===== config.mk =====
export PLATFORM = sky130hd
export DESIGN_NAME = pc_sequencer
export DESIGN_NICKNAME = d
export VERILOG_FILES = /design/src/rtl/header.sv /design/src/rtl/return_stack.sv /design/src/rtl/pc_sequencer.sv
export SDC_FILE = /design/constraint.sdc
export NUM_CORES = 1
export LEC_CHECK = 0
export CAP_MARGIN = 15
export CORE_AREA = 2 2 79 81
export DETAILED_ROUTE_END_ITERATION = 10
export DIE_AREA = 0 0 81 83
export GPL_ROUTABILITY_DRIVEN = 0
export GPL_TIMING_DRIVEN = 1
export SLEW_MARGIN = 20
export SYNTH_ARGS = -nofsm -noshare
export SYNTH_HDL_FRONTEND = slang
export SYNTH_HIERARCHICAL = 1
export SYNTH_SLANG_ARGS = --single-unit
export TNS_END_PERCENT = 100

===== constraint.sdc =====
create_clock -name clk -period 2.9 [get_ports clk]
set_input_delay 0.58 -clock clk [delete_from_list [all_inputs] [get_ports clk]]
set_output_delay 0.58 -clock clk [all_outputs]
set_load 0.02 [all_outputs]

===== src/rtl/header.sv =====
// Shared definitions for the PC sequencer: operation encodings and default sizes.
package header;

    typedef enum logic [2:0] {
        PC_INC  = 3'd0,
        PC_JMP  = 3'd1,
        PC_BRR  = 3'd2,
        PC_CALL = 3'd3,
        PC_RET  = 3'd4
    } pc_op_t;

    localparam int unsigned DEFAULT_ADDR_W      = 6;
    localparam int unsigned DEFAULT_STACK_DEPTH = 4;

endpackage


===== src/rtl/return_stack.sv =====
// LIFO of return addresses. Reset empties the stack; entry contents are left as-is.
module return_stack
    import header::*;
#(
    parameter int unsigned ADDR_W      = DEFAULT_ADDR_W,
    parameter int unsigned STACK_DEPTH = DEFAULT_STACK_DEPTH
) (
    input  logic                             clk,
    input  logic                             rst,
    input  logic                             push,
    input  logic                             pop,
    input  logic [ADDR_W-1:0]                wdata,
    output logic [ADDR_W-1:0]                top,
    output logic [$clog2(STACK_DEPTH+1)-1:0] depth,
    output logic                             full,
    output logic                             empty
);

    localparam int unsigned DW = $clog2(STACK_DEPTH + 1);
    localparam int unsigned IW = $clog2(STACK_DEPTH);

    logic [ADDR_W-1:0] mem [STACK_DEPTH];
    logic [IW-1:0]     wr_idx;
    logic [IW-1:0]     rd_idx;

    // While not full, depth fits in IW bits and names the next free slot.
    assign wr_idx = depth[IW-1:0];
    assign rd_idx = wr_idx - 1'b1;

    assign full  = (depth == DW'(STACK_DEPTH));
    assign empty = (depth == '0);

    // Top-of-stack read; forced to zero when empty so the index is never stale.
    always_comb begin
        top = '0;
        if (!empty) begin
            top = mem[rd_idx];
        end
    end

    // Entry storage: written on a push, never reset.
    always_ff @(posedge clk) begin
        if (push && !full) begin
            mem[wr_idx] <= wdata;
        end
    end

    // Occupancy count: the only stack state cleared by reset.
    always_ff @(posedge clk or posedge rst) begin
        if (rst) begin
            depth <= '0;
        end else if (push && !full) begin
            depth <= depth + 1'b1;
        end else if (pop && !empty) begin
            depth <= depth - 1'b1;
        end
    end

endmodule


===== src/rtl/pc_sequencer.sv =====
// Program-counter sequencer: inc/jump/branch/call/return with a sticky stack fault.
module pc_sequencer
    import header::*;
#(
    parameter int unsigned       ADDR_W      = DEFAULT_ADDR_W,
    parameter int unsigned       STACK_DEPTH = DEFAULT_STACK_DEPTH,
    parameter logic [ADDR_W-1:0] RESET_PC    = '0
) (
    input  logic                             clk,
    input  logic                             rst,
    input  logic                             enable,
    input  logic [2:0]                       op,
    input  logic [ADDR_W-1:0]                target,
    input  logic [ADDR_W-1:0]                offset,
    output logic [ADDR_W-1:0]                pc,
    output logic [$clog2(STACK_DEPTH+1)-1:0] depth,
    output logic                             fault
);

    logic [ADDR_W-1:0] pc_next;
    logic [ADDR_W-1:0] pc_inc;
    logic [ADDR_W-1:0] stk_top;
    logic              fault_next;
    logic              push;
    logic              pop;
    logic              stk_full;
    logic              stk_empty;

    assign pc_inc = pc + 1'b1;

    return_stack #(
        .ADDR_W      (ADDR_W),
        .STACK_DEPTH (STACK_DEPTH)
    ) u_stack (
        .clk   (clk),
        .rst   (rst),
        .push  (push),
        .pop   (pop),
        .wdata (pc_inc),
        .top   (stk_top),
        .depth (depth),
        .full  (stk_full),
        .empty (stk_empty)
    );

    // Next-PC mux and push/pop/fault decision; nothing moves unless enabled and not halted.
    always_comb begin
        pc_next    = pc;
        fault_next = fault;
        push       = 1'b0;
        pop        = 1'b0;
        if (enable && !fault) begin
            case (pc_op_t'(op))
                PC_JMP: pc_next = target;
                PC_BRR: pc_next = pc + offset;
                PC_CALL: begin
                    if (stk_full) begin
                        fault_next = 1'b1;
                    end else begin
                        push    = 1'b1;
                        pc_next = target;
                    end
                end
                PC_RET: begin
                    if (stk_empty) begin
                        fault_next = 1'b1;
                    end else begin
                        pop     = 1'b1;
                        pc_next = stk_top;
                    end
                end
                default: pc_next = pc_inc;
            endcase
        end
    end

    // PC and sticky fault registers.
    always_ff @(posedge clk or posedge rst) begin
        if (rst) begin
            pc    <= RESET_PC;
            fault <= 1'b0;
        end else begin
            pc    <= pc_next;
            fault <= fault_next;
        end
    end

endmodule


; ---- Word-level counts from Yosys, hierarchy flattened
; Memory sizes are Yosys's and may differ from the RTL's.
; Index checks and enable logic that the tools add are counted.
[totals]
register_bits = 10
out_inout_bits = 10
input_bits = 18
memories = 1
word_cells = 45
mem_bits_rw = 24
[classes]
muxes = 16
add_sub_neg = 5
n_reduce_logical = 11
n_eq_ne = 9
[memory_table]
columns = memory, words, word_bits, read_ports, rd_clocked_by_memory_dff, write_ports, line_no
row1 = u_stack.mem, 4, 6, 1, 0, 1, return_stack.sv:22  ; logic [ADDR_W-1:0] mem [STACK_DEPTH];
[op_table]
columns = operator, n
row1 = $pmux W6 S4, 1
row2 = $mux W6, 2
row3 = $mux W1, 10
row4 = $add A6 B1 Y6 const B, 1
row5 = $add A6 B6 Y6, 1
row6 = $eq A3 B2 Y1 const B, 2
row7 = $eq A3 B3 Y1 const B, 2
row8 = $mux W3, 2
row9 = $ne A2 B1 Y1 const B, 2
row10 = $ne A2 B2 Y1 const B, 2
row11 = $reduce_and A4 Y1, 1
row12 = $reduce_bool A2 Y1, 2
row13 = $add A3 B1 Y3 const B, 1
row14 = $eq A3 B1 Y1 const B, 1
row15 = $logic_and A1 B1 Y1, 3
row16 = $logic_not A1 Y1, 3
row17 = $logic_not A3 Y1, 1
row18 = $reduce_and A3 Y1, 1
row19 = $sub A3 B1 Y3 const B, 1
row20 = $pmux W1 S2, 1
row21 = $sub A2 B1 Y2 const B, 1

; ---- Depth between registers and ports, before layout
; Gate-level depths: netlist of run 1.
[depth]
word_depth = 7
ltp_mapped = 12
depth_no_buf = 11

; ---- Modules after synthesis
; Netlist of run 1, hierarchy kept.
[by_module_without_submodules]
columns = mod, cells_each, instances, area_each_um2, seq_area_each_um2
row1 = return_stack, 78, 1, 1330.0, 795.8
row2 = pc_sequencer, 113, 1, 924.6, 175.2

; ---- Worst setup path before layout of run 1
; No wires, ideal clock.
[synth_path]
path_type = register to register
startpoint = reg u_stack.depth[0]
endpoint = reg u_stack.depth[2]
path_stages_with_launch = 13
n_path_buf = 1
arrival_time_ns = 2.428
slack_ns = 0.346
setup_time_ns = 0.126
period_less_slack_ns = 2.554
required_ns = 2.774
cell_sequence = dfrtp_1 > buf_6 > inv_1 > ha_1 > nand2_1 > inv_1 > nor3_1 > a21bo_2 > xnor2_1 > ha_1 > nor3b_1 > o21ai_0 > o311a_1
[synth_between]
elab_chain_len = 6
word_cells_on_any_way = 17
cone_classes = 2 x add/sub / 1 x eq/ne / 8 x mux / 6 x reduce/logical
[synth_rtl]
columns = item, line_no
row1 = "start, declared", return_stack.sv:14  ; output logic [$clog2(STACK_DEPTH+1)-1:0] depth,
row2 = "start signal, assigned", return_stack.sv:53  ; depth <= depth + 1'b1;
row3 = "start signal, assigned", return_stack.sv:55  ; depth <= depth - 1'b1;
row4 = $eq A3 B3 Y1 *, return_stack.sv:30  ; assign full = (depth == DW'(STACK_DEPTH));
row5 = via stk_full, pc_sequencer.sv:26  ; logic stk_full;
row6 = $mux W1 *, pc_sequencer.sv:57  ; if (stk_full) begin
row7 = $mux W1 *, pc_sequencer.sv:53  ; case (pc_op_t'(op))
row8 = $mux W1 *, pc_sequencer.sv:52  ; if (enable && !fault) begin
row9 = via push, pc_sequencer.sv:24  ; logic push;
row10 = $logic_and A1 B1 Y1 *, return_stack.sv:52  ; end else if (push && !full) begin
row11 = $mux W3 or $reduce_bool A2 Y1 (tied branches), --
; Mark *: on every way through the listed nets, which the timed path passes. The rest lies on a longest branch. The select of a mux whose other input is x is not followed.
; A chain may end at the register's enable or synchronous reset.

; ---- Final worst setup path of run 1
[layout_path]
startpoint = in op[1]
endpoint = reg u_stack.depth[2]
[layout_between]
elab_chain_len = 5
word_cells_on_any_way = 10
cone_classes = 2 x eq/ne / 5 x mux / 3 x reduce/logical
[layout_rtl]
columns = item, line_no
row1 = "start, declared", pc_sequencer.sv:12  ; input logic [2:0] op,
row2 = $eq A3 B2 Y1 *, pc_sequencer.sv:53
row3 = $mux W1 *, pc_sequencer.sv:53
row4 = $mux W1 *, pc_sequencer.sv:52
row5 = via push, pc_sequencer.sv:24
row6 = $logic_and A1 B1 Y1 *, return_stack.sv:52
row7 = $mux W3 or $reduce_bool A2 Y1 (tied branches), --
; Mark *: on every way through the listed nets, which the timed path passes. The rest lies on a longest branch.

==> flow_metrics.env, run 1 <==
export IMPL_skew_ns=0.005165
export IMPL_post_cts_resized=0
export IMPL_die_area_mm2=0.006723
export IMPL_drv_cap=0
export IMPL_ys_types=56
export IMPL_yosysMostFrequentCell="edfxtp_1"
export IMPL_cp_top_family="simple AND/OR/NAND/NOR gates"
export IMPL_track_usage_pct=15.93
export IMPL_nets=256
export IMPL_netlist_area_mm2=0.002255
export IMPL_crit_path_cell_trace="clkdlybuf4s50_1 > nor2b_1 > nand2_1 > nor3_1 > a21bo_2 > xnor2_1 > ha_1 > nor3b_1 > o21ai_0 > o311a_1"
export IMPL_dr_pass1_iters=4
export IMPL_synth_area_leaders="edfxtp_1, dfrtp_1, ha_1"
export IMPL_max_vdd_ir_drop_v=0.0004263
export IMPL_yosys_warnings=6
export IMPL_ctsHoldBuffers=0
export IMPL_via_count=1560
export IMPL_path_buf_inv=1
export IMPL_area_growth_pct=19.92
export IMPL_syn_avg_cell_area_um2=11.80
export IMPL_totalWireLength_um=4920
export IMPL_crit_slowest_cell="clkdlybuf4s50_1"
export IMPL_fmax_mhz=408.0
export IMPL_ys_top_cells_by_count="edfxtp_1, a21oi_1, ha_1"
export IMPL_numCtsBuffers=5
export IMPL_die_x_um=81
export IMPL_status="complete, no violations"
export IMPL_period_needed_ns=2.451
export IMPL_crit_path_max_incr_delay_ns=0.47
export IMPL_num_rows=28
export IMPL_end_kind="flip-flop"
export IMPL_synth_top_area_share_pct=31.96
export IMPL_min_path_type="input pin to asynchronous set/reset pin"
export IMPL_clkTransAtPathRegs_ns=0.07
export IMPL_synth_area_leader_cell="edfxtp_1"
export IMPL_antenna_found_initial=0
export IMPL_drt_iter0_markers=62
export IMPL_grt_pass1_vias=1585
export IMPL_report_final_hold_viol_count=0
export IMPL_die_h_um=83
export IMPL_antenna_left=0
export IMPL_htreeDepth=2
export IMPL_io_buffer_count=27
export IMPL_synthArstFlopShare_pct=29.41
export IMPL_drc=0
export IMPL_start_kind="input pin"
export IMPL_cts_sinks=34
export IMPL_p_per_area_mw_per_mm2=942.1
export IMPL_drive_gt1_share_pct=18.06
export IMPL_crit_required_ns=3.07
export IMPL_finalPower_mw=2.547
export IMPL_path_class="input pin to flip-flop"
export IMPL_slew_headroom_pct=55.56
export IMPL_tightestPinTransition_ns=0.6618
export IMPL_cts_tree="done"
export IMPL_slew_viol_final=0
export IMPL_syn_nets=221
export IMPL_layout_setup_ws_ns=0.4490
export IMPL_cp_max_fo=3
export IMPL_rsz0062_at_grt="no"
export IMPL_leakagePower_nw=1.041
export IMPL_core_region_area_mm2=0.005816
export IMPL_grt_pass1_wl_um=8211
export IMPL_ios=28
export IMPL_dp_hpwl_um=3691
export IMPL_synth_edff_count=24
export IMPL_syn_inst=191
export IMPL_routedWlPerCell_um=16.29
export IMPL_cp_arrival_ns=2.62
export IMPL_clock_path_buffers=2
export IMPL_post_cts_buffers=0
export IMPL_insertion_delay_ns=0.28
export IMPL_setup_tns_ns=0
export IMPL_place_ws_ns=0.1634
export IMPL_n_antenna_cell=0
export IMPL_finalSetupViolations=0
export IMPL_synth_main_ff_cell="edfxtp_1"
export IMPL_overflow=0
export IMPL_synth_seq_cells=34
export IMPL_grt_max_degree=20
export IMPL_dpl_cell_count=294
export IMPL_cts_root_buffer="clkbuf_8"
export IMPL_finalNonFillerCells=302
export IMPL_routed_via_density=5.166
export IMPL_synth_seq_area_share_pct=43.06
export IMPL_start_util_pct=38.77
export IMPL_period_share_pct=84.52
## where the power goes
| group | leakage [nW] | total (mW) | internal (mW) | switching (mW) |
|---|---|---|---|---|
| clock network | 0.0426 | 0.335 | 0.165 | 0.170 |
| registers | 0.333 | 0.795 | 0.673 | 0.122 |
| logic | 0.665 | 1.42 | 0.703 | 0.714 |
## registers in the layout (all words and copies together) (netlist names)
| name | cells |
|---|---|
| u_stack/depth | 3 |
| pc | 6 |
| u_stack/mem | 24 |
| fault | 1 |
## per-stage QoR
step	util (%)	instance area, µm²	hold slack, ns
floorplan	-	2255	0.3336
global placement	45.09	2623	0.4833
detailed placement	45.09	2623	0.4850
CTS	46.49	2704	0.5032
global route	46.49	2704	0.5197
finish	46.49	2704	0.5026
## kinds of logic (layout without fill, tap and decap cells)
family / count (synthesis) / after routing / share of synthesized area [%]
and+or+nand+nor: 57 / 57 / 17.04
AOI/OAI and AO/OA: 45 / 45 / 14.76
DFF: 34 / 34 / 43.06
buffers and inverters: 20 / 56 / 4.994
muxes: 14 / 14 / 9.656
adders and majority gates: 12 / 12 / 6.992
xor gates and xnor gates: 9 / 9 / 3.496
## final timing paths
path | startpoint | to | slack [ns] | depth (start not counted)
worst min register to register | fault$_DFFE_PP0P_ | fault$_DFFE_PP0P_ | 0.50 | 1
worst max register to register | u_stack/depth[1]$_DFFE_PP0P_ | u_stack/depth[2]$_DFFE_PP0P_ | 0.46 | 11
worst max-delay path | op[1] | u_stack/depth[2]$_DFFE_PP0P_ | 0.45 | 10
worst min-delay path | rst | u_stack/depth[0]$_DFFE_PP0P_ | 0.50 | 2
min in group clk | fault$_DFFE_PP0P_ | fault$_DFFE_PP0P_ | 0.50 | 1
max in group asynchronous | rst | pc[5]$_DFFE_PP0P_ | 2.12 | 2
## cell usage in the layout (no fill, tap or decap), types with 3 or more instances in the layout
cell,count
clkdlybuf4s50_1,27
nand3_1,3
xnor2_1,7
nand2b_1,3
clkbuf_8,5
buf_4,10
mux4_2,6
nor2_1,8
nand2_1,10
nor3_1,3
and3_1,5
ha_1,11
mux2i_1,6
nor2b_4,7
dfrtp_1,10
a21oi_1,12
o21ai_1,4
inv_1,10
o21ai_0,4
nor2b_1,6
edfxtp_1,24
a211oi_1,5
## per-layer routing
| metal | vias to the layer above | track usage [%] | part of all wire [%] |
|---|---|---|---|
| met1 | 746 | 23.85 | 50 |
| met2 | 27 | 23.52 | 46 |
| met3 | 6 | 2.283 | 3.1 |
| met4 | 0 | 5.239 | 1.3 |
| met5 | - | 0 | 0 |
| li1 | 781 | - | - |
## worst reg2reg max path, stage by stage, from the launching register on
cell     delay [ns]
dfrtp_1        0.47
inv_1          0.13
ha_1           0.21
nand2_1        0.11
inv_1          0.08
nor3_1         0.22
a21bo_2        0.26
xnor2_1        0.12
ha_1           0.21
nor3b_1        0.24
o21ai_0        0.13
o311a_1        0.14
## layout make-up
class | count | area (µm²)
clock buffers | 6 | 72.57
clock inverters | 2 | 8.758
inverters | 11 | 41.29
multi-input cells | 137 | 1171
flip-flops and latches | 34 | 970.9
well taps | 75 | 93.84
fillers | 585 | 3112
repair buffers | 37 | 345.3
(Power assumes the default switching activity.)
==> run 2: changes to the inputs <==
- clock period: 2.9 -> 2.4 ns (I/O delays scaled with it)
==> flow_metrics.env, run 2 (synthesized netlist as in run 1, its figures left out) <==
export IMPL_status="complete, no violations"
export IMPL_num_rows=28
export IMPL_area_growth_pct=29.25
export IMPL_swShare_pct=36.12
export IMPL_leakagePower_nw=1.157
export IMPL_nets=274
export IMPL_path_class="input pin to flip-flop"
export IMPL_start_util_pct=38.77
export IMPL_ctsHoldBuffers=0
export IMPL_cts_tree="done"
export IMPL_antenna_left=0
export IMPL_io_buffer_count=27
export IMPL_p_comb_share_pct=55.8
export IMPL_startpoint="op[1]"
export IMPL_start_kind="input pin"
export IMPL_report_final_hold_viol_count=0
export IMPL_dr_pass1_iters=4
export IMPL_slew_headroom_pct=71.08
export IMPL_period_needed_ns=2.219
export IMPL_rsz0062_at_grt="no"
export IMPL_finalNonFillerCells=320
export IMPL_cp_arrival_ns=2.39
export IMPL_grt_max_degree=13
export IMPL_grt_pass1_vias=1763
export IMPL_cts_sinks=34
export IMPL_whs_ns=0.4131
export IMPL_routedWlPerCell_um=15.55
export IMPL_core_region_area_mm2=0.005816
export IMPL_routed_via_density=5.178
export IMPL_largest_reg_flops=24
export IMPL_crit_required_ns=2.57
export IMPL_p_switching_mw=1.254
export IMPL_grt_pass1_wl_um=8569
export IMPL_totalWireLength_um=4975
export IMPL_insertion_delay_ns=0.28
export IMPL_utilization_pct=50.11
export IMPL_layout_cells_most_common="buf_4"
export IMPL_die_h_um=83
export IMPL_regMostFlops="u_stack/mem"
export IMPL_slew_viol_final=0
export IMPL_max_vdd_ir_drop_v=0.0005004
export IMPL_tightestPinTransition_ns=0.4306
export IMPL_end_kind="flip-flop"
export IMPL_post_cts_buffers=0
export IMPL_die_x_um=81
export IMPL_period_share_pct=92.47
export IMPL_final_cell_area_mm2=0.002914
export IMPL_via_count=1657
export IMPL_clkPwrFrac_pct=18.2
export IMPL_track_usage_pct=16.84
export IMPL_reg_top3="u_stack/mem: 24 flops, pc: 6 flops, u_stack/depth: 3 flops"
export IMPL_numCtsBuffers=5
export IMPL_final_cell_mix="buf_4, clkdlybuf4s50_1, edfxtp_1, a21oi_1"
export IMPL_ios=28
export IMPL_pwr_share_seq_pct=26.0
export IMPL_fmax_mhz=450.6
export IMPL_htreeDepth=2
export IMPL_post_cts_resized=0
export IMPL_antenna_found_initial=0
export IMPL_place_ws_ns=-0.1346
export IMPL_dp_hpwl_um=3814
export IMPL_clkTransAtPathRegs_ns=0.07
export IMPL_placed_area_mm2=0.002774
export IMPL_overflow=0
export IMPL_skew_ns=0.001790
export IMPL_drv_cap=0
export IMPL_layout_setup_ws_ns=0.1807
export IMPL_p_per_area_mw_per_mm2=1191
export IMPL_finalSetupViolations=0
export IMPL_cp_max_fo=3
export IMPL_n_antenna_cell=0
export IMPL_r2r_start="u_stack/depth[0]$_DFFE_PP0P_"
export IMPL_min_path_type="input pin to asynchronous set/reset pin"
export IMPL_p_int_mw=2.218
export IMPL_drive_gt1_share_pct=26.94
export IMPL_drc=0
export IMPL_cts_root_buffer="clkbuf_8"
export IMPL_dpl_cell_count=312
export IMPL_die_area_mm2=0.006723
export IMPL_drt_iter0_markers=65
export IMPL_clock_path_buffers=2
run 2: cell types whose count changed in the layout (fill, tap and decap cells not counted), moves of 2 or more:
cell | before | now
nor3_2 | 0 | 2
bufinv_16 | 0 | 2
nor3_1 | 3 | 1
buf_4 | 10 | 28
run 2: worst paths after layout:
kind | endpoint | slack [ns] | depth (start not counted)
setup / recovery | u_stack/depth[2]$_DFFE_PP0P_ | 0.18 | 10
hold / removal | u_stack/depth[1]$_DFFE_PP0P_ | 0.41 | 2
setup reg to reg | u_stack/depth[2]$_DFFE_PP0P_ | 0.22 | 11
hold reg to reg | fault$_DFFE_PP0P_ | 0.49 | 1
max in group asynchronous | pc[1]$_DFFE_PP0P_ | 1.69 | 2
min in group clk | fault$_DFFE_PP0P_ | 0.49 | 1
run 2: worst max-delay path, stage by stage:
cell             delay, ns
clkdlybuf4s50_1       0.47
nor2b_1               0.17
nand2_1               0.08
nor3_2                0.16
a21bo_2               0.25
xnor2_1               0.15
ha_2                  0.22
nor3b_2               0.05
o31a_1                0.23
o311a_1               0.11
run 2: stage by stage:
stage,power (mW),TNS [ns]
after detailed placement,2.855,-0.2652
final,3.472,0
after CTS,3.501,0
after global placement,2.844,-0.1281
after floorplan,2.208,0
after global routing,3.726,0
run 2: final cells by class:
type	count	area, µm²
fillers	595	2902
multi-input cells	137	1189
flip-flops and latches	34	972.2
repair buffers	55	480.5
well taps	75	93.84
clock buffers	5	68.82
clock inverters	3	68.82
inverters	11	41.29
run 2: per-layer routing:
metal  wire, µm  share of wire (%)  vias to the layer above  global-route usage, %
met5          0                  0                        -                      0
met4        154                3.1                        0                  7.088
met3        140                2.8                       11                  3.587
met2       2358                 47                       33                  26.15
met1       2322                 47                      791                  22.57
li1           -                  -                      822                      -
run 2: power groups by stage:
| stage | registers [mW] | clock network (mW) | logic, mW |
|---|---|---|---|
| after floorplan | 1.04 | 0 | 1.17 |
| after global placement | 0.907 | 0 | 1.94 |
| after detailed placement | 0.910 | 0 | 1.94 |
| after CTS | 0.900 | 0.646 | 1.96 |
| after global routing | 0.914 | 0.673 | 2.14 |
| final | 0.901 | 0.633 | 1.94 |
==> run 3: changes to the inputs <==
- CORE_AREA: 2 2 79 81 -> 2 2 71 73
- DIE_AREA: 0 0 81 83 -> 0 0 73 75
- PLACE_DENSITY: unset -> 0.71
==> flow_metrics.env, run 3 (synthesized netlist as in run 1, its figures left out) <==
export IMPL_num_rows=25
export IMPL_rsz0062_at_grt="no"
export IMPL_routedWlPerCell_um=16.54
export IMPL_dp_hpwl_um=3832
export IMPL_crit_required_ns=2.56
export IMPL_p_per_area_mw_per_mm2=1149
export IMPL_met1_usage_pct=28.31
export IMPL_utilization_pct=60.99
export IMPL_finalNonFillerCells=299
export IMPL_area_growth_pct=26.08
export IMPL_grt_pass1_wl_um=8079
export IMPL_grt_busiest_layer="met2"
export IMPL_path_buf_inv=1
export IMPL_layout_cells_most_common="buf_4"
export IMPL_tightestPinTransition_ns=0.3697
export IMPL_antenna_left=0
export IMPL_routed_via_density=5.542
export IMPL_fmax_mhz=445.4
export IMPL_grt_max_degree=20
export IMPL_met2_usage_pct=31.13
export IMPL_numCtsBuffers=5
export IMPL_die_h_um=75
export IMPL_placed_area_mm2=0.002748
export IMPL_setup_tns_ns=0
export IMPL_clkTransAtPathRegs_ns=0.07
export IMPL_core_region_area_mm2=0.004661
export IMPL_start_util_pct=48.38
export IMPL_report_final_hold_viol_count=0
export IMPL_grt_pass1_vias=1611
export IMPL_cts_root_buffer="clkbuf_8"
export IMPL_cts_sinks=34
export IMPL_antenna_found_initial=0
export IMPL_cp_top_family="compound AO/OA/AOI/OAI gates"
export IMPL_max_vdd_ir_drop_v=0.0006049
export IMPL_slew_viol_final=0
export IMPL_finalSetupViolations=0
export IMPL_htreeDepth=2
export IMPL_end_kind="flip-flop"
export IMPL_crit_path_cell_trace="clkdlybuf4s50_1 > nor2b_4 > nand2_1 > nor3_2 > a21bo_2 > xnor2_1 > ha_2 > nor3b_2 > o31a_1 > o311a_1"
export IMPL_drive_gt1_share_pct=27.35
export IMPL_regMostFlops="u_stack/mem"
export IMPL_die_area_mm2=0.005475
export IMPL_r2r_start="u_stack/depth[0]$_DFFE_PP0P_"
export IMPL_dpl_cell_count=291
export IMPL_overflow=0
export IMPL_cts_tree="done"
export IMPL_start_kind="input pin"
export IMPL_reg_top3="u_stack/mem: 24 flops, pc: 6 flops, u_stack/depth: 3 flops"
export IMPL_status="complete, no violations"
export IMPL_post_cts_buffers=0
export IMPL_skew_ns=0.005361
export IMPL_drv_cap=0
export IMPL_n_antenna_cell=0
export IMPL_met3_usage_pct=3.748
export IMPL_io_buffer_count=27
export IMPL_cp_max_fo=3
export IMPL_leakagePower_nw=1.137
export IMPL_path_class="input pin to flip-flop"
export IMPL_ff2ff_path_depth=11
export IMPL_die_x_um=73
export IMPL_crit_path_max_incr_delay_ns=0.48
export IMPL_cp_arrival_ns=2.41
export IMPL_clock_path_buffers=2
export IMPL_rrSetupSlack_ns=0.24
export IMPL_drc=0
export IMPL_crit_slowest_cell="clkdlybuf4s50_1"
export IMPL_insertion_delay_ns=0.28
export IMPL_whs_ns=0.4200
export IMPL_largest_reg_flops=24
export IMPL_period_needed_ns=2.245
export IMPL_nets=274
export IMPL_drt_iter0_markers=121
export IMPL_final_cell_mix="buf_4, clkdlybuf4s50_1, edfxtp_1, a21oi_1"
export IMPL_ios=28
export IMPL_worstReg2RegEnd="u_stack/depth[2]$_DFFE_PP0P_"
export IMPL_track_usage_pct=19.69
export IMPL_slew_headroom_pct=75.18
export IMPL_final_cell_area_mm2=0.002843
export IMPL_fillers=389
export IMPL_totalWireLength_um=4945
export IMPL_dr_pass1_iters=4
export IMPL_period_share_pct=93.55
export IMPL_via_count=1657
export IMPL_min_path_type="input pin to asynchronous set/reset pin"
[run 3: changes by cell type in the layout (fill, tap and decap cells not counted)]
cell,previous run,this run
bufinv_16,2,0
clkbuf_1,0,1
clkinv_4,1,0
clkinv_2,0,2
nor2b_1,6,5
nand2_2,0,1
nor2b_4,7,8
nand2_1,10,9
[run 3: report_power, final]
| group | internal [mW] | switching (mW) |
|---|---|---|
| clock | 0.201 | 0.200 |
| combinational | 1.00 | 0.967 |
| sequential | 0.815 | 0.0837 |
[run 3: routing by layer]
layer	vias up	wire length (µm)	share of wire (%)
li1	821	-	-
met1	798	2339	47
met2	34	2339	47
met3	4	224	4.5
met4	0	42	0.85
met5	-	0	0
[run 3: worst max path at each step]
| stage | startpoint | to | slack, ns | cells past startpoint |
|---|---|---|---|---|
| 6_report | op[1] | u_stack/depth[2]$_DFFE_PP0P_ | 0.15 | 10 |
| 5_1_grt | op[1] | u_stack/depth[2]$_DFFE_PP0P_ | 0.03 | 10 |
| 4_1_cts | op[1] | u_stack/depth[2]$_DFFE_PP0P_ | 0.12 | 10 |
| 3_5_place_dp | op[1] | u_stack/depth[2]$_DFFE_PP0P_ | -0.16 | 10 |
| 3_3_place_gp | op[1] | u_stack/depth[2]$_DFFE_PP0P_ | -0.07 | 10 |
| 2_1_floorplan | u_stack/depth[0]$_DFFE_PP0P_ | u_stack/depth[2]$_DFFE_PP0P_ | 0.008 | 12 |
[run 3: layout make-up]
type	instances	area, µm²	share of cell area, %
clock buffer	6	72.57	2.553
clock inverter	2	10.01	0.3521
inverter	11	41.29	1.452
multi-input combinational	137	1199	42.17
sequential	34	972.2	34.20
tap	54	67.56	2.377
timing repair buffer	55	480.5	16.90
[run 3: timing repair]
action / in CTS / in global routing
hold buffers: 0 / 0
resized for setup: 0 / 4
endpoints found under the setup margin: 0 / 1
[run 3: through the flow]
stage / setup WS [ns] / total power [mW]
after floorplan: 0.008255 / 2.208
after global placement: -0.06544 / 2.834
after detailed placement: -0.1646 / 2.869
after CTS: 0.1163 / 3.276
after global routing: 0.03231 / 3.490
final: 0.1548 / 3.267
